**src/rtl/rv_mem_pkg.sv**
```systemverilog
// Purpose : shared types and constants for the memory-stage load/store engine.
// Latency : n/a (package only).
// Backpressure: n/a (package only).
//
// Contents: FSM state type, funct3 codes, access-size helper, default timeout.
package rv_mem_pkg;

   typedef enum logic [1:0] {
      IDLE   = 2'd0,
      REQ    = 2'd1,
      WAIT_R = 2'd2,
      DONE   = 2'd3
   } mau_state_t;

   // Access size decoded from funct3; unknown codes are treated as words.
   typedef enum logic [1:0] {
      SZ_B = 2'd0,
      SZ_H = 2'd1,
      SZ_W = 2'd2
   } acc_size_t;

   localparam logic [2:0] F3_B  = 3'b000;
   localparam logic [2:0] F3_H  = 3'b001;
   localparam logic [2:0] F3_W  = 3'b010;
   localparam logic [2:0] F3_BU = 3'b100;
   localparam logic [2:0] F3_HU = 3'b101;

   localparam int TIMEOUT_CYC_DEFAULT = 64;

   function automatic acc_size_t f3_size(input logic [2:0] f3);
      acc_size_t sz;
      case (f3)
         F3_B, F3_BU: sz = SZ_B;
         F3_H, F3_HU: sz = SZ_H;
         default:     sz = SZ_W;
      endcase
      return sz;
   endfunction

endpackage

```
**src/rtl/mau_lane_align.sv**
```systemverilog
// Purpose : byte-enable generation, store-lane shifting and load extract/extend.
// Latency : purely combinational, zero cycles.
// Backpressure: none; outputs follow inputs.
//
// Ports: funct3/offset select size and byte lane; wdata -> be + wdata_lane for
// stores; rdata -> load_ext for loads. Misaligned offset bits are dropped
// (H ignores offset[0], W ignores offset[1:0]).
module mau_lane_align
   import rv_mem_pkg::*;
(
   input  logic [2:0]  funct3,
   input  logic [1:0]  offset,
   input  logic [31:0] wdata,
   input  logic [31:0] rdata,
   output logic [3:0]  be,
   output logic [31:0] wdata_lane,
   output logic [31:0] load_ext
);

   acc_size_t   sz;
   logic [1:0]  lane;
   logic [4:0]  shamt;
   logic        zext;
   logic [7:0]  rd_byte;
   logic [15:0] rd_half;

   assign sz   = f3_size(funct3);
   assign zext = funct3[2];

   always_comb begin
      lane = 2'b00;
      case (sz)
         SZ_B:    lane = offset;
         SZ_H:    lane = {offset[1], 1'b0};
         default: lane = 2'b00;
      endcase
   end

   assign shamt   = {lane, 3'b000};
   assign rd_byte = rdata[shamt +: 8];
   // lane[0] is 0 for halves, so shamt is 0 or 16 here.
   assign rd_half = rdata[shamt +: 16];

   always_comb begin
      be         = 4'b1111;
      wdata_lane = wdata;
      load_ext   = rdata;
      case (sz)
         SZ_B: begin
            be         = 4'b0001 << lane;
            wdata_lane = {24'h0, wdata[7:0]} << shamt;
            load_ext   = {{24{~zext & rd_byte[7]}}, rd_byte};
         end
         SZ_H: begin
            be         = 4'b0011 << lane;
            wdata_lane = {16'h0, wdata[15:0]} << shamt;
            load_ext   = {{16{~zext & rd_half[15]}}, rd_half};
         end
         default: ;
      endcase
   end

endmodule

```
**src/rtl/mem_access_unit.sv**
```systemverilog
// Purpose : MEM-stage load/store engine driving a req/gnt/rvalid data bus.
// Latency : min 2 cycles from op seen in IDLE to DONE (grant+data in first REQ).
// Backpressure: stall held while waiting on bus_gnt/bus_rvalid; TIMEOUT_CYC abort.
//
// Ports: pipeline side MemRead/MemWrite/funct3/addr/wdata in, stall/load_data/
// mem_err out; bus side bus_req/we/addr/be/wdata out, bus_gnt/rvalid/rdata in.
// Build option: MAU_MISALIGN_TRAP_EN traps misaligned H/W accesses without
// touching the bus; otherwise misaligned offset bits are simply dropped.
module mem_access_unit
   import rv_mem_pkg::*;
#(
   parameter int TIMEOUT_CYC = TIMEOUT_CYC_DEFAULT
) (
   input  logic        clk,
   input  logic        rst_n,
   input  logic        MemRead,
   input  logic        MemWrite,
   input  logic [2:0]  funct3,
   input  logic [31:0] addr,
   input  logic [31:0] wdata,
   output logic        stall,
   output logic [31:0] load_data,
   output logic        mem_err,
   output logic        bus_req,
   output logic        bus_we,
   output logic [31:0] bus_addr,
   output logic [3:0]  bus_be,
   output logic [31:0] bus_wdata,
   input  logic        bus_gnt,
   input  logic        bus_rvalid,
   input  logic [31:0] bus_rdata
);

   localparam logic [7:0] TO_LAST = 8'(TIMEOUT_CYC - 1);

   mau_state_t  state_q, state_d;
   logic [7:0]  cnt_q, cnt_d;
   logic        bus_req_q, bus_req_d;
   logic        bus_we_q, bus_we_d;
   logic [31:0] bus_addr_q, bus_addr_d;
   logic [3:0]  bus_be_q, bus_be_d;
   logic [31:0] bus_wdata_q, bus_wdata_d;
   logic [31:0] load_data_q, load_data_d;
   logic        mem_err_q, mem_err_d;
   logic [2:0]  f3_q, f3_d;
   logic [1:0]  off_q, off_d;

   logic [2:0]  alg_f3;
   logic [1:0]  alg_off;
   logic [3:0]  alg_be;
   logic [31:0] alg_wdata;
   logic [31:0] alg_load;
   logic        mem_op;
   logic        misalign;

   assign mem_op = MemRead | MemWrite;

`ifdef MAU_MISALIGN_TRAP_EN
   always_comb begin
      misalign = 1'b0;
      case (f3_size(funct3))
         SZ_B:    misalign = 1'b0;
         SZ_H:    misalign = addr[0];
         default: misalign = |addr[1:0];
      endcase
   end
`else
   assign misalign = 1'b0;
`endif

   // One aligner serves both paths: live inputs while latching a store in
   // IDLE, latched size/offset while a load's data is on the bus.
   assign alg_f3  = (state_q == IDLE) ? funct3    : f3_q;
   assign alg_off = (state_q == IDLE) ? addr[1:0] : off_q;

   mau_lane_align u_align (
      .funct3     (alg_f3),
      .offset     (alg_off),
      .wdata      (wdata),
      .rdata      (bus_rdata),
      .be         (alg_be),
      .wdata_lane (alg_wdata),
      .load_ext   (alg_load)
   );

   always_comb begin
      state_d     = state_q;
      cnt_d       = cnt_q;
      bus_req_d   = bus_req_q;
      bus_we_d    = bus_we_q;
      bus_addr_d  = bus_addr_q;
      bus_be_d    = bus_be_q;
      bus_wdata_d = bus_wdata_q;
      load_data_d = load_data_q;
      mem_err_d   = 1'b0;
      f3_d        = f3_q;
      off_d       = off_q;
      case (state_q)
         IDLE: begin
            cnt_d = 8'd0;
            if (mem_op) begin
               if (misalign) begin
                  state_d   = DONE;
                  mem_err_d = 1'b1;
               end else begin
                  state_d     = REQ;
                  bus_req_d   = 1'b1;
                  // Read wins when both MemRead and MemWrite are set.
                  bus_we_d    = MemWrite & ~MemRead;
                  bus_addr_d  = {addr[31:2], 2'b00};
                  bus_be_d    = alg_be;
                  bus_wdata_d = alg_wdata;
                  f3_d        = funct3;
                  off_d       = addr[1:0];
               end
            end
         end
         REQ: begin
            cnt_d = cnt_q + 8'd1;
            if (bus_gnt) begin
               bus_req_d = 1'b0;
               if (bus_we_q) begin
                  state_d = DONE;
               end else if (bus_rvalid) begin
                  load_data_d = alg_load;
                  state_d     = DONE;
               end else begin
                  state_d = WAIT_R;
               end
            end else if (cnt_q == TO_LAST) begin
               bus_req_d = 1'b0;
               mem_err_d = 1'b1;
               state_d   = DONE;
            end
         end
         WAIT_R: begin
            cnt_d = cnt_q + 8'd1;
            if (bus_rvalid) begin
               load_data_d = alg_load;
               state_d     = DONE;
            end else if (cnt_q == TO_LAST) begin
               mem_err_d = 1'b1;
               state_d   = DONE;
            end
         end
         default: begin
            state_d = IDLE;
         end
      endcase
   end

   always_ff @(posedge clk or negedge rst_n) begin
      if (!rst_n) begin
         state_q     <= IDLE;
         cnt_q       <= 8'd0;
         bus_req_q   <= 1'b0;
         bus_we_q    <= 1'b0;
         bus_addr_q  <= 32'h0;
         bus_be_q    <= 4'h0;
         bus_wdata_q <= 32'h0;
         load_data_q <= 32'h0;
         mem_err_q   <= 1'b0;
         f3_q        <= 3'b000;
         off_q       <= 2'b00;
      end else begin
         state_q     <= state_d;
         cnt_q       <= cnt_d;
         bus_req_q   <= bus_req_d;
         bus_we_q    <= bus_we_d;
         bus_addr_q  <= bus_addr_d;
         bus_be_q    <= bus_be_d;
         bus_wdata_q <= bus_wdata_d;
         load_data_q <= load_data_d;
         mem_err_q   <= mem_err_d;
         f3_q        <= f3_d;
         off_q       <= off_d;
      end
   end

   // Gated by rst_n so the pipeline is never frozen while held in reset.
   assign stall = rst_n & (((state_q == IDLE) & mem_op) |
                           (state_q == REQ) | (state_q == WAIT_R));

   assign load_data = load_data_q;
   assign mem_err   = mem_err_q;
   assign bus_req   = bus_req_q;
   assign bus_we    = bus_we_q;
   assign bus_addr  = bus_addr_q;
   assign bus_be    = bus_be_q;
   assign bus_wdata = bus_wdata_q;

endmodule

```
**config.mk**
```make
export PLATFORM = sky130hd
export DESIGN_NAME = mem_access_unit
export DESIGN_NICKNAME = d
export VERILOG_FILES = /design/src/rtl/rv_mem_pkg.sv /design/src/rtl/mau_lane_align.sv /design/src/rtl/mem_access_unit.sv
export SDC_FILE = /design/constraint.sdc
export NUM_CORES = 1
export LEC_CHECK = 0
export CAP_MARGIN = 20
export CELL_PAD_IN_SITES_DETAIL_PLACEMENT = 2
export CELL_PAD_IN_SITES_GLOBAL_PLACEMENT = 2
export CORE_MARGIN = 2
export CORE_UTILIZATION = 37
export DETAILED_ROUTE_END_ITERATION = 7
export DONT_BUFFER_PORTS = 1
export GPL_TIMING_DRIVEN = 0
export PLACE_DENSITY = 0.86
export SYNTH_ARGS = -nofsm -noshare
export SYNTH_HDL_FRONTEND = slang
export SYNTH_SLANG_ARGS = --single-unit
```
**constraint.sdc**
```tcl
create_clock -name clk -period 3.6 [get_ports clk]
set_clock_uncertainty 0.2 [all_clocks]
set_input_delay 0.72 -clock clk [delete_from_list [all_inputs] [get_ports clk]]
set_output_delay 0.72 -clock clk [all_outputs]
set_load 0.005 [all_outputs]
```
# Yosys cells after proc, flatten, opt, wreduce, memory -nomap -nowiden
# Cells that the tools add are included.
dict set report totals {
  output_inout_bits 104
  inputBits 105
  word_cells 78
  regBits 116
}
dict set report op_classes {
  n_bitwise 10
  n_reduce_logical 12
  eq_ne 11
  addsub 1
  muxes 27
  shifts 6
}
# op n
set op_table {}
lappend op_table {{32-bit case mux with 2 select lines} 3}
lappend op_table {{32-bit two-way mux} 3}
lappend op_table {{32-bit by 6-bit indexed part select with 16-bit output} 1}
lappend op_table {{32-bit by 6-bit indexed part select with 8-bit output} 1}
lappend op_table {{16-bit by 5-bit left shift with 32-bit output} 1}
lappend op_table {{8-bit by 5-bit left shift with 32-bit output} 1}
lappend op_table {{8-bit case mux with 2 select lines} 1}
lappend op_table {{2-bit two-way mux} 5}
lappend op_table {{8-bit by 1-bit adder with 8-bit output (second input constant)} 1}
lappend op_table {{8-bit by 6-bit equality test with 1-bit output (second input constant)} 1}
lappend op_table {{1-bit two-way mux} 8}
lappend op_table {{2-bit case mux with 2 select lines} 2}
lappend op_table {{4-bit case mux with 2 select lines} 1}
lappend op_table {{3-bit equality test (second input constant)} 2}
lappend op_table {{2-bit inequality test (second input constant)} 3}
lappend op_table {{2-bit case mux with 3 select lines} 1}
lappend op_table {{3-bit AND reduction} 2}
lappend op_table {{2-bit nonzero test} 3}
lappend op_table {{2-bit OR reduction} 3}
lappend op_table {{1-bit bitwise AND} 5}
lappend op_table {{2-bit by 1-bit equality test with 1-bit output (second input constant)} 2}
lappend op_table {{2-bit zero test} 2}
lappend op_table {{1-bit case mux with 2 select lines} 2}
lappend op_table {{1-bit by 2-bit left shift with 4-bit output (first input constant)} 1}
lappend op_table {{other kinds (9)} 12}

# Logic depth before layout (Yosys ltp)
# Gate-level depths: netlist of the first run.
dict set report depth {
  word_depth 14
  mapped_depth 10
  mapped_depth_nobuf 7
}

# Cells and area by module
# From an unflattened synthesis of the first run, not the netlist that was laid out.
dict set report hier_totals {
  hier_cells 489
  area_unflattened_um2 5929.4
}
# mod cells_per_inst area_each_um2 seq_area_each_um2 instances
set modules_own_cells {}
lappend modules_own_cells {mem_access_unit 308 4673.2 2902.8 1}
lappend modules_own_cells {mau_lane_align 181 1256.2 0.0 1}

# Worst setup path before layout of the first run
# Ideal clock, no wire load.
dict set report synth_timing {
  path_type {register -> register}
  from {register state_q[0]}
  to {register load_data_q[21], in the netlist load_data[21]}
  required_ps 3273
  setup_time_ps 127
  synth_period_minus_slack_ps 2469
  setup_slack_ps 1131
  t_arrival_ps 2142
  path_stages_with_launch 11
  path_buffers 3
  cell_sequence {dfrtp_1 inv_1 ha_1 buf_4 nor3b_1 a31o_2 buf_6 mux2_2 o211ai_4 buf_4 a31oi_1}
}
dict set report synth_via {
  elab_chain_len 14
  word_cells_on_any_way 29
  cone_classes {eq/ne: 8; shift: 2; mux: 9; bitwise: 3; reduce/logical: 7}
}
# element line
set synth_rtl {}
lappend synth_rtl {{start: declaration} mem_access_unit.sv:36} ;# mau_state_t state_q, state_d;
lappend synth_rtl {{start signal: assignment} mem_access_unit.sv:166} ;# state_q <= state_d;
lappend synth_rtl {{2-bit zero test} {mem_access_unit.sv:73, mem_access_unit.sv:74}}
lappend synth_rtl {{3-bit two-way mux} mem_access_unit.sv:73} ;# assign alg_f3 = (state_q == IDLE) ? funct3 : f3_q;
lappend synth_rtl {{3-bit by 1-bit equality test with 1-bit output (tied with other cells)} rv_mem_pkg.sv:32} ;# case (f3)
lappend synth_rtl {{2-bit OR reduction} rv_mem_pkg.sv:32}
lappend synth_rtl {{2-bit case mux with 2 select lines} rv_mem_pkg.sv:32}
lappend synth_rtl {{2-bit by 1-bit equality test with 1-bit output or 2-bit zero test (tied branches)} {mau_lane_align.sv:32, mau_lane_align.sv:48}}
lappend synth_rtl {{2-bit case mux with 2 select lines} mau_lane_align.sv:32} ;# case (sz)
lappend synth_rtl {{32-bit by 6-bit indexed part select with 16-bit output or 32-bit by 6-bit indexed part select with 8-bit output (tied branches)} {mau_lane_align.sv:42, mau_lane_align.sv:40}}
lappend synth_rtl {{1-bit bitwise AND (on tied branches)} {mau_lane_align.sv:57, mau_lane_align.sv:52}}
lappend synth_rtl {{32-bit case mux with 2 select lines} mau_lane_align.sv:48} ;# case (sz)
lappend synth_rtl {{32-bit two-way mux} {mem_access_unit.sv:124, mem_access_unit.sv:138}}
lappend synth_rtl {{32-bit two-way mux} mem_access_unit.sv:122} ;# if (bus_we_q) begin
lappend synth_rtl {{32-bit two-way mux} mem_access_unit.sv:120} ;# if (bus_gnt) begin
lappend synth_rtl {{32-bit case mux with 2 select lines} mem_access_unit.sv:98} ;# case (state_q)
lappend synth_rtl {{end signal: assignment} mem_access_unit.sv:173} ;# load_data_q <= load_data_d;
lappend synth_rtl {{end: declaration} mem_access_unit.sv:43} ;# logic [31:0] load_data_q, load_data_d;
# Parallel ways exist; a longest one is shown, timed or not. The select of a mux whose other input is x is not followed.
# A chain may end at the register's enable or synchronous reset.

# Final worst setup path of the first run
dict set report layout_timing {
  from {register state_q[0]}
  to {output stall}
}
dict set report layout_via {
  elab_chain_len 5
  word_cells_on_any_way 7
  cone_classes {eq/ne: 2; bitwise: 4; reduce/logical: 1}
}
# element line
set layout_rtl {}
lappend layout_rtl {{2-bit zero test} mem_access_unit.sv:181} ;# assign stall = rst_n & (((state_q == IDLE) & mem_op) |
lappend layout_rtl {{1-bit bitwise AND} mem_access_unit.sv:181}
lappend layout_rtl {{1-bit OR} mem_access_unit.sv:181}
lappend layout_rtl {{1-bit OR *} mem_access_unit.sv:182} ;# (state_q == REQ) | (state_q == WAIT_R));
lappend layout_rtl {{1-bit bitwise AND *} mem_access_unit.sv:181}
lappend layout_rtl {{end: declaration} mem_access_unit.sv:21} ;# output logic stall,
# Every way passes the cells marked *; elsewhere a longest branch is shown, timed or not.

==> flow_summary.ini, run 1 <==
[worst_setup_path]
path_max_fanout = 10
worstPathCellList = inv_1 -> ha_1 -> buf_4 -> nor2b_1 -> clkbuf_2 -> clkbuf_2 -> o31a_1
cp_top_family = buffers and inverters
critPathRequiredTime_ns = 2.68
worst-setup-path-type = reg2out
worst-path-buf-inv = 4
arrival_ns = 2.32
crit_path_start_kind = flop
cp.depth = 7
slowest_stage = dfrtp_1
end_kind = primary output
reg2reg_depth = 9
critPathMaxStageDelay_ns = 0.41
ff2ff_setup_slack_ns = 0.67
critPathMostFrequentCell = clkbuf_2

[detailed_routing]
drc_errors = 0
wire_per_inst_microns = 24.76
ant_nets = 0
routed_wl_microns = 18960
vias = 4523
dr.first_iter.drc_count = 261
vias_per_cell = 5.905
drt_pass1_iterations = 4

[synthesis]
synth.largest_area_cell = dfrtp_1
yosysMostFrequentCell = nand2_1
synthCells = 554
synth.top_cell.area_share_pct = 54.23
ys_types = 47
yosysWarnings = 0
avgSynthCellArea_sq_um = 9.662
netlist_top_cells_count = nand2_1, dfrtp_1, nor2_1
ys_top_cells_by_area = dfrtp_1, nand2_1, nor2_1
synth_ff_type = dfrtp_1
ys_seq_elements = 116
syn_area_sq_mm = 0.005353
seq_area_frac_synth_pct = 54.23
async_flop_share_pct = 100.0
synth-edff-count = 0

[power]
p_leak_nw = 2.769
power.total_mw = 6.582
power.internal_mw = 3.850
switching_share_pct = 41.51
p_clk_share_pct = 25.2
pwr-share-seq_pct = 37.9
ir_worst_vdd_v = 0.0003916
combPwrFrac_pct = 36.9
p_sw_mw = 2.732
power_density_mw_per_mm2 = 1065

[clock_network]
cts_tree = done
clkTransAtPathRegs_ns = 0.06
htree_num_levels = 4
clockBufferDepth = 2
numCtsBuffers = 17
clkSinkCount = 116
post-cts-setup-buffers = 0
root_buffer = clkbuf_16
clk_latency_ns = 0.42

[min_path]
hold_path_class = in2async

[global_routing]
grt_max_degree = 117
antenna_found_initial = 0
grt_use_total_pct = 25.37
grt_pass1_vias = 5221
grt_overflow_total = 0
grt_pass1_wl_microns = 30170

[timing]
final-hold-violation-count = 0
period_share_pct = 89.96
fin_crit_ns = 3.239
rsz0062_at_grt = no
tightest_slew_ns = 0.8489
finalSetupViolCount = 0
fmax_mhz = 308.8
drv_slew = 0
slew_headroom_pct = 41.79
fin_setup_tns_ns = 0

[outcome]
outcome = finished clean

[place]
port_buffers = 0
gp_congestion = 0.7885
hpwl_microns = 13840
dp.cells = 735

[floorplanning]
rows = 43
ios = 209
start_util_pct = 38.26
die_y_microns = 124.3
core_area_sq_mm = 0.01399
die_area_sq_mm = 0.01544
dieWidth_microns = 124.3

[final_layout]
synthToLayoutAreaGrowth_pct = 15.43
n_antenna_cell = 0
nFillCells = 1506
stdcell_count = 766
finish.net_count = 686
final_layout_size_suffix_gt1_share_pct = 9.044

[flow_run]
cap_viol_max_count = 0
[worst paths after layout]
kind / startpoint / to
setup / recovery: state_q[0]$_DFFE_PN0P_ / stall
hold / removal: rst_n / cnt_q[2]$_DFFE_PN0P_
setup reg to reg: state_q[0]$_DFFE_PN0P_ / bus_wdata[21]$_DFFE_PN0P_
hold reg to reg: off_q[0]$_DFFE_PN0P_ / off_q[0]$_DFFE_PN0P_
max in group asynchronous: rst_n / off_q[1]$_DFFE_PN0P_
min in group clk: MemRead / bus_we$_DFFE_PN0P_
[cell type report]
cell class	instances	area, sq um	area share, %
buffer	39	198.9	3.220
timing repair buffer	1	27.53	0.4455
sequential	116	2903	46.98
inverter	6	22.52	0.3645
tap	180	225.2	3.645
multi-input combinational	394	2235	36.17
clock inverter	9	106.4	1.721
clock buffer	21	460.4	7.452
[sequential cells by signal, indices dropped and copies added, names as in the netlist]
name and count:
f3_q 3, bus_addr 30, bus_req 1, state_q 2
off_q 2, cnt_q 8, bus_wdata 32, bus_be 4
mem_err 1, bus_we 1, load_data 32
[power groups by stage]
stage	clock (mW)	combinational (mW)	sequential, mW
global placement	0	2.20	2.49
CTS	1.68	2.46	2.52
floorplan	0	1.76	2.31
detailed placement	0	2.39	2.53
global route	1.75	2.75	2.58
finish	1.66	2.43	2.50
[cells by family after synthesis]
logic type	synth area share (%)
AND/OR/NAND/NOR	17.39
multiplexers	3.436
buffers and inverters	4.091
adder cells (fa/ha/maj)	1.402
flip-flops	54.23
AO/OA/AOI/OAI	19.05
XOR/XNOR	0.3273
other	0.07006
[per-stage QoR]
step | setup slack [ns] | instance area (sq um) | util [%] | hold slack [ns]
3_3_place_gp | 0.3552 | 5582 | 39.90 | 0.2306
4_1_cts | 0.1017 | 6177 | 44.16 | 0.08312
2_1_floorplan | 1.131 | 5356 | - | 0.2244
6_report | 0.3615 | 6178 | 44.17 | 0.04310
5_1_grt | 0.1567 | 6178 | 44.17 | 0.09773
3_5_place_dp | 0.3380 | 5582 | 39.90 | 0.2282
[cells in the final DEF, fill, tap and decap left out, types with 2 or more instances in the layout]
master and count:
clkinvlp_4 3, clkbuf_2 2, buf_6 4, clkbuf_16 17, nor2b_1 3, a221oi_1 24, clkbuf_8 2, bufinv_16 2
dfrtp_1 116, a22oi_1 9, mux2_2 3, a31oi_1 17, o31ai_1 8, o211ai_1 7, a21oi_1 12, o221ai_1 7
mux2_4 2, buf_2 4, mux2i_1 12, buf_4 4, clkinv_2 3, nand2b_1 3, clkbuf_1 27, and3_1 2
o21a_1 7, a21o_1 5, a22o_1 17, nand2_1 130, conb_1 2, inv_1 6, nor3_1 4, o21ai_0 8
nand3_1 3, nor2_1 85, ha_1 6
[worst register-to-register path: stages, from the launching register on]
cell,delay (ns)
dfrtp_1,0.41
inv_1,0.11
ha_1,0.23
buf_4,0.17
buf_2,0.20
o21ai_1,0.32
clkbuf_1,0.46
clkbuf_1,0.49
a221oi_1,0.13
nor2_1,0.14
[routing by layer]
layer	share of wire [%]	vias to the layer above	GRT usage, %	wire length [microns]
met4	2.6	0	9.584	499
met5	0	-	0	0
li1	-	1987	-	-
met3	8.4	36	9.923	1597
met1	38	2321	28.21	7173
met2	51	179	43.81	9691
[timing repair]
item                                    4_1_cts  5_1_grt
hold endpoints to repair                    116        0
gates resized for setup                       1        2
hold buffers                                  1        0
endpoints found under the setup margin        1        1
No activity file was read; power rests on OpenSTA's default activity.
==> run 2, diff against run 1 <==
REMOVE_ABC_BUFFERS = 1   (was default)
clock period = 3.5 ns   (was 3.6 ns; I/O delays follow)
==> run 2 against run 1 <==
Net effect: the run now ends with negative hold slack left; non-clock buffer count shrank 31; routed wire length shrank 2.1%; register-to-register slack lost 0.38 ns; sequential cell count is the same; utilization shrank 0.31 points; final area shrank 0.71%; count of clock-buffer cells in the layout grew 6; critical path depth is the same; clock power shrank 5%; die area is the same; hold slack lost 0.26 ns; combinational power grew 5%; critical endpoint is now load_data[27]$_DFFE_PN0P_.
==> flow_summary.ini, run 2 (same netlist as run 1, synthesis figures left out) <==
[final_layout]
finish.net_count = 656
n_antenna_cell = 0
layout_common_cells = nand2_1, dfrtp_1, nor2_1
nFillCells = 1444
multiInputGateArea_sq_mm = 0.002313
register_area_sq_mm = 0.002903
final_common_cell = nand2_1
final_layout_size_suffix_gt1_share_pct = 9.156
synthToLayoutAreaGrowth_pct = 14.61

[timing]
fin_setup_tns_ns = 0
fin_crit_ns = 3.207
period_share_pct = 91.64
slew_headroom_pct = 37.52
final-hold-violation-count = 116
tightest_slew_ns = 0.9111
drv_slew = 0
fmax_mhz = 311.8
hold_ws_ns = -0.2159
finalSetupViolCount = 0
rsz0062_at_grt = no

[global_routing]
grt_max_degree = 118
antenna_found_initial = 0
grt_use_total_pct = 24.34
grt_overflow_total = 0
grt_pass1_vias = 4988
grt_pass1_wl_microns = 29500

[power]
power.internal_mw = 3.912
power.total_mw = 6.691
combPwrFrac_pct = 38.0
p_leak_nw = 2.739
power_density_mw_per_mm2 = 1091
ir_worst_vdd_v = 0.0003717
switching_share_pct = 41.53
pwr-share-seq_pct = 38.6
p_clk_share_pct = 23.4
p_sw_mw = 2.779

[floorplanning]
die_y_microns = 124.3
dieWidth_microns = 124.3
ios = 209
start_util_pct = 38.26
rows = 43
die_area_sq_mm = 0.01544
core_area_sq_mm = 0.01399

[outcome]
outcome = complete, but fails checks
violations = negative hold slack

[min_path]
hold_path_class = in2async

[detailed_routing]
routed_wl_microns = 18560
ant_nets = 0
drc_errors = 0
vias = 4404
dr.first_iter.drc_count = 224
vias_per_cell = 5.976
wire_per_inst_microns = 25.18
drt_pass1_iterations = 4

[flow_run]
cap_viol_max_count = 0

[place]
port_buffers = 0
gp_congestion = 0.7709
hpwl_microns = 12310

[worst_setup_path]
worst-setup-path-type = reg2reg
crit_path_start_kind = flop
critPathRequiredTime_ns = 3.55
path_max_fanout = 20
end_kind = flop
arrival_ns = 3.26

[clock_network]
numCtsBuffers = 17
clkTransAtPathRegs_ns = 0.06
clkSinkCount = 116
root_buffer = clkbuf_16
cts_tree = done
htree_num_levels = 4
clockBufferDepth = 2
clk_latency_ns = 0.41
run 2: critical path: stages (launching register included):
cell,delay [ns]
dfrtp_1,0.40
inv_1,0.11
ha_2,0.37
nor3b_1,0.43
a31o_4,0.36
mux2_2,0.42
o211ai_4,0.49
a31oi_1,0.24
run 2: power groups by stage:
| stage | combinational (mW) | clock [mW] | sequential [mW] |
|---|---|---|---|
| final | 2.54 | 1.57 | 2.58 |
| after global routing | 2.85 | 1.66 | 2.67 |
| after CTS | 2.53 | 1.60 | 2.59 |
| after detailed placement | 2.45 | 0 | 2.59 |
| after global placement | 2.19 | 0 | 2.55 |
| after floorplan | 1.71 | 0 | 2.38 |
run 2: final cells by class:
| type | count | share of cell area, % |
|---|---|---|
| timing repair buffer | 9 | 2.366 |
| inverter | 6 | 0.3671 |
| multi-input combinational | 395 | 37.71 |
| sequential | 116 | 47.32 |
| tap | 180 | 3.671 |
| clock buffer | 27 | 8.199 |
| clock inverter | 4 | 0.3671 |
run 2: what timing repair did:
item | CTS | global route
resized for setup | 3 | 2
setup endpoints to repair | 30 | 24
cloned | 1 | 0
hold endpoints to repair | 116 | 116
setup buffers | 0 | 4
pin swaps | 1 | 2
run 2: layer usage:
layer	global-route usage, %	wire length (microns)	vias up
li1	-	-	1924
met1	26.61	6839	2279
met2	43.07	9750	180
met3	10.82	1742	21
met4	6.147	223	0
met5	0	0	-
run 2: metrics by stage:
stage | std cells | instance area, sq um | util [%] | setup WS, ns | hold slack, ns
after CTS | 733 | 6075 | 43.43 | 0.04441 | -0.2371
after floorplan | 516 | 5160 | - | -0.6642 | 0.2044
after detailed placement | 701 | 5520 | 39.46 | -0.7458 | 0.2076
final | 737 | 6135 | 43.86 | 0.2927 | -0.2159
after global routing | 737 | 6135 | 43.86 | 0.1489 | -0.2392
after global placement | 696 | 5385 | 38.50 | -2.434 | 0.2078
run 2: path summary, 6_finish.rpt:
kind | from | endpoint | slack, ns | cells past startpoint
min in group clk | MemRead | bus_we$_DFFE_PN0P_ | 0.19 | 1
setup / recovery | state_q[0]$_DFFE_PN0P_ | load_data[27]$_DFFE_PN0P_ | 0.29 | 7
setup reg to reg | state_q[0]$_DFFE_PN0P_ | load_data[27]$_DFFE_PN0P_ | 0.29 | 7
max in group asynchronous | rst_n | cnt_q[6]$_DFFE_PN0P_ | 3.18 | 0
hold / removal | rst_n | bus_addr[28]$_DFFE_PN0P_ | -0.22 | 0
hold reg to reg | off_q[0]$_DFFE_PN0P_ | off_q[0]$_DFFE_PN0P_ | 0.28 | 2
==> run 3, diff against run 2 <==
GPL_ROUTABILITY_DRIVEN = 0   (was default)
==> results of run 3 <==
No change in the layout: final DEF, timing and power equal those of run 2.
